**config.mk**
```make
export PLATFORM = sky130hd
export DESIGN_NAME = rom_arbiter
export DESIGN_NICKNAME = d
export VERILOG_FILES = /design/src/rtl/rom_arbiter.sv
export SDC_FILE = /design/constraint.sdc
export NUM_CORES = 1
export LEC_CHECK = 0
export ABC_AREA = 1
export CORE_AREA = 2 2 65 67
export DETAILED_ROUTE_END_ITERATION = 8
export DIE_AREA = 0 0 67 69
export GPL_ROUTABILITY_DRIVEN = 0
export PLACE_DENSITY = 0.82
export SETUP_SLACK_MARGIN = 0.05
export SYNTH_ARGS = -nofsm -noshare
export SYNTH_HDL_FRONTEND = slang
export SYNTH_SLANG_ARGS = --single-unit
```
**constraint.sdc**
```tcl
create_clock -name clk -period 2 [get_ports clk]
set_clock_uncertainty 0.1 [all_clocks]
set_input_delay 0.4 -clock clk [delete_from_list [all_inputs] [get_ports clk]]
set_output_delay 0.4 -clock clk [all_outputs]
set_load 0.01 [all_outputs]
```
**src/rtl/rom_arbiter.sv**
```systemverilog
// rom_arbiter
//   Round-robin arbiter sharing one fixed-latency, registered-address
//   instruction ROM between requester 0 (CPU fetch) and requester 1
//   (loader/debug/DMA). The address of the granted requester is muxed onto
//   the ROM. A tag pipeline follows each read through the ROM so that the
//   returned word is steered to the requester that issued it.
//
// Ports
//   clk, reset_n         system clock, asynchronous active-low reset
//   req0/req1            read requests
//   addr0/addr1          read addresses, held stable while reqN is high
//   gnt0/gnt1            combinational grant, read accepted this cycle
//   rdata0/rdata1        returned data, qualified by rvalid0/rvalid1
//   rvalid0/rvalid1      one-cycle strobe, word for requester N this cycle
//   rom_addr             address presented to the ROM
//   rom_data             data coming back from the ROM
module rom_arbiter #(
    parameter int DEPTH_I     = 8,
    parameter int WIDTH_DATA  = 32,
    parameter int ROM_LATENCY = 1
) (
    input  logic                  clk,
    input  logic                  reset_n,
    input  logic                  req0,
    input  logic                  req1,
    input  logic [DEPTH_I-1:0]    addr0,
    input  logic [DEPTH_I-1:0]    addr1,
    output logic                  gnt0,
    output logic                  gnt1,
    output logic [WIDTH_DATA-1:0] rdata0,
    output logic [WIDTH_DATA-1:0] rdata1,
    output logic                  rvalid0,
    output logic                  rvalid1,
    output logic [DEPTH_I-1:0]    rom_addr,
    input  logic [WIDTH_DATA-1:0] rom_data
);

    // Index of the requester granted most recently; resets to 1 so that
    // requester 0 wins the first contention.
    logic                   last_q, last_d;
    // Last issued address, replayed to the ROM on idle cycles.
    logic [DEPTH_I-1:0]     addr_hold_q, addr_hold_d;
    // Tag pipeline: one entry per ROM latency cycle, stage 0 is the youngest.
    logic [ROM_LATENCY-1:0] vld_q, vld_d;
    logic [ROM_LATENCY-1:0] own_q, own_d;

    logic granted;

    // Grants are gated by reset_n so nothing is accepted while in reset.
    always_comb begin
        gnt0 = 1'b0;
        gnt1 = 1'b0;
        if (reset_n) begin
            if (req0 && (!req1 || last_q)) begin
                gnt0 = 1'b1;
            end else if (req1) begin
                gnt1 = 1'b1;
            end
        end
        granted = gnt0 | gnt1;
    end

    always_comb begin
        rom_addr = addr_hold_q;
        if (gnt0) begin
            rom_addr = addr0;
        end else if (gnt1) begin
            rom_addr = addr1;
        end
        addr_hold_d = rom_addr;
        last_d      = granted ? gnt1 : last_q;
    end

    // Shift the tags one stage per cycle; there is no stall path because the
    // ROM always returns data after a fixed number of cycles.
    always_comb begin
        vld_d    = '0;
        own_d    = '0;
        vld_d[0] = granted;
        own_d[0] = gnt1;
        for (int i = 1; i < ROM_LATENCY; i++) begin
            vld_d[i] = vld_q[i-1];
            own_d[i] = own_q[i-1];
        end
    end

    always_ff @(posedge clk or negedge reset_n) begin
        if (!reset_n) begin
            last_q      <= 1'b1;
            addr_hold_q <= '0;
            vld_q       <= '0;
            own_q       <= '0;
        end else begin
            last_q      <= last_d;
            addr_hold_q <= addr_hold_d;
            vld_q       <= vld_d;
            own_q       <= own_d;
        end
    end

    // The oldest tag lines up with the word the ROM is presenting now.
    assign rvalid0 = vld_q[ROM_LATENCY-1] & ~own_q[ROM_LATENCY-1];
    assign rvalid1 = vld_q[ROM_LATENCY-1] &  own_q[ROM_LATENCY-1];
    assign rdata0  = rom_data;
    assign rdata1  = rom_data;

endmodule

```
==> results.json <==
{
  "place.detailed.hpwl_um": 1440,
  "critPathCaptureType": "output pin",
  "synth_fa_ha_area_share_pct": 0,
  "crit_chain": "inv_2 > nand2_4 > nand3_4 > buf_8 > nand2_2 > inv_1 > nand2_1 > nand2_1 > buf_2",
  "routed_wl_um": 2090,
  "seqPwrFrac_pct": 32.3,
  "clock_path_buffers": 2,
  "power_frac_clock_pct": 27.7,
  "synthMuxAreaShare_pct": 0,
  "grt_max_degree": 12,
  "vias": 744,
  "drv_cap": 0,
  "intPower_mw": 0.575,
  "slew_headroom_pct": 78.5,
  "io_buffers": 31,
  "finish.utilization_pct": 31.3,
  "core_area_um2": 3910,
  "hold_viol": 0,
  "postSynthCellCount": 154,
  "cts_sinks": 11,
  "worst_slack_ns": -0.00826,
  "status": "finished, violations left",
  "cp.arrival_ns": 1.51,
  "critPathMaxFanout": 8,
  "switching_share_pct": 31.7,
  "cts_buffers": 3,
  "yosys_warnings": 0,
  "most-common-layout-cells": "nand2_1 (29), clkdlybuf4s50_1 (18), inv_1 (14)",
  "cts_max_level": 1,
  "rsz0062_at_grt": "yes",
  "die_w_um": 67,
  "antenna_found_initial": 0,
  "place_ws_ns": -0.528,
  "path_class": "reg -> out",
  "startpoint_type": "flip-flop",
  "start_util_pct": 28.4,
  "p_total_mw": 0.841,
  "clkLatencyLatePin_ns": 0.24,
  "powerDensity_nw_per_um2": 688,
  "synthSimpleGateAreaFrac_pct": 24.0,
  "synth_nets": 206,
  "dr.pass1.iters": 3,
  "ff2ff_path_depth": 10,
  "hold_path.class": "in -> async",
  "fmax_mhz": 498,
  "grt_pass1_vias": 743,
  "fin_crit_sh_pct": 100,
  "worst_pin_slew_ns": 0.322,
  "synth_compound_area_share_pct": 0.450,
  "critical_path.most_common_cell": "nand2_1",
  "die_area_um2": 4620,
  "routed_via_density": 3.92,
  "crit_slowest_cell": "dfstp_2",
  "peakVddDrop_mv": 0.398,
  "drt.antenna.violating_nets": 0,
  "violations": "negative setup slack",
  "n_antenna_cell": 0,
  "tritoncts": "yes",
  "drv_slew": 0,
  "syn_area_um2": 1110,
  "final_common_cell": "nand2_1",
  "synth_seq_area_share_pct": 24.9,
  "synth_cell_types": 12,
  "nNetsFinal": 193,
  "synth_top_family_by_area": "buffers and inverters",
  "cts_root_buf": "clkbuf_8",
  "row_count": 23,
  "max_stage_delay_ns": 0.52,
  "ys_ff_latch": 11,
  "worst_ep_required_time_ns": 1.50,
  "ios": 128,
  "combPwrFrac_pct": 40.0,
  "die_h_um": 69,
  "area_growth_pct": 10.1,
  "switching_power_mw": 0.266,
  "period_needed_ns": 2.01,
  "grt_overflow": 0,
  "synthXorXnorAreaFrac_pct": 0,
  "wl_per_cell_um": 11.0,
  "clk_pin_slew_ns": 0.05,
  "drt_iter0_markers": 5,
  "drc_errors": 0,
  "grt_use_total_pct": 8.95,
  "cellLeakagePower_nw": 0.649,
  "grt_pass1_wl_um": 3220,
  "setup_violations": 3,
  "setup_tns_ns": -0.0112,
  "drive_gt1_share_pct": 38.6,
  "syn_avg_cell_area_um2": 7.21
}
## per-stage QoR
stage                     area (um^2)  cells  hold WS (ns)
after floorplan                  1110    154       0.00441
after global placement           1060    178         0.492
after detailed placement         1060    178         0.500
after CTS                        1120    186         0.365
after global routing             1220    190         0.349
final                            1220    190         0.338
## timing repair
item,in CTS,in global routing
setup buffers,3,4
hold buffers,0,0
gates resized for setup,50,28
gates cloned,1,0
setup endpoints to repair,10,10
pin swaps,3,8
## layer usage
layer	wire [um]	up-vias	GRT usage (%)	part of all wire [%]
met5	0	-	0	0
met3	204	15	2.45	9.8
met4	92	0	8.39	4.4
li1	-	363	-	-
met2	1060	35	15.0	50
met1	738	331	8.43	35
## flip-flops by register name (all words and copies together), names as in the netlist
name,cells
addr_hold_q,8
last_q,1
own_q,1
vld_q,1
## synth_stat cells (all sizes together)
cell type / instances / area, um^2
buf: 64 / 480
dfstp: 1 / 26.3
nor2: 1 / 3.75
nand3b: 8 / 60.1
nand3: 1 / 17.5
o21ai: 1 / 5.00
inv: 22 / 82.6
dfrtp: 10 / 250
nand2: 46 / 185
## worst max-delay path: cells and delay by family, from the launching register on
family        cells  cell delay [ns]
flops             1             0.52
buf+inv           4             0.41
simple gates      5             0.34
## final cells by class
type	count	area, um^2
fill	449	2690
timing repair buffer	45	402
multi-input combinational	57	339
sequential	11	277
inverter	22	92.6
tap	50	62.6
clock buffer	4	45.0
timing repair inverter	1	6.26
## worst paths after layout
check,from,to,slack (ns)
setup / recovery,last_q,rom_addr[4],-0.008
hold / removal,reset_n,addr_hold_q[2],0.34
setup reg to reg,last_q,addr_hold_q[0],0.43
hold reg to reg,last_q,last_q,0.51
max in group asynchronous,reset_n,last_q,1.24
min in group clk,last_q,last_q,0.51
## kinds of logic after synthesis
kind of cell | after synthesis
compound gates | 1
buf+inv | 86
flops | 11
simple gates | 56
## power by group through the flow
stage          registers, mW  clock network [mW]  logic (mW)
6_report               0.272               0.233       0.336
5_1_grt                0.275               0.246       0.366
4_1_cts                0.273               0.236       0.271
3_5_place_dp           0.276                   0       0.277
3_3_place_gp           0.274                   0       0.273
2_1_floorplan          0.272                   0       0.255
No activity file was read; power rests on OpenSTA's default activity.
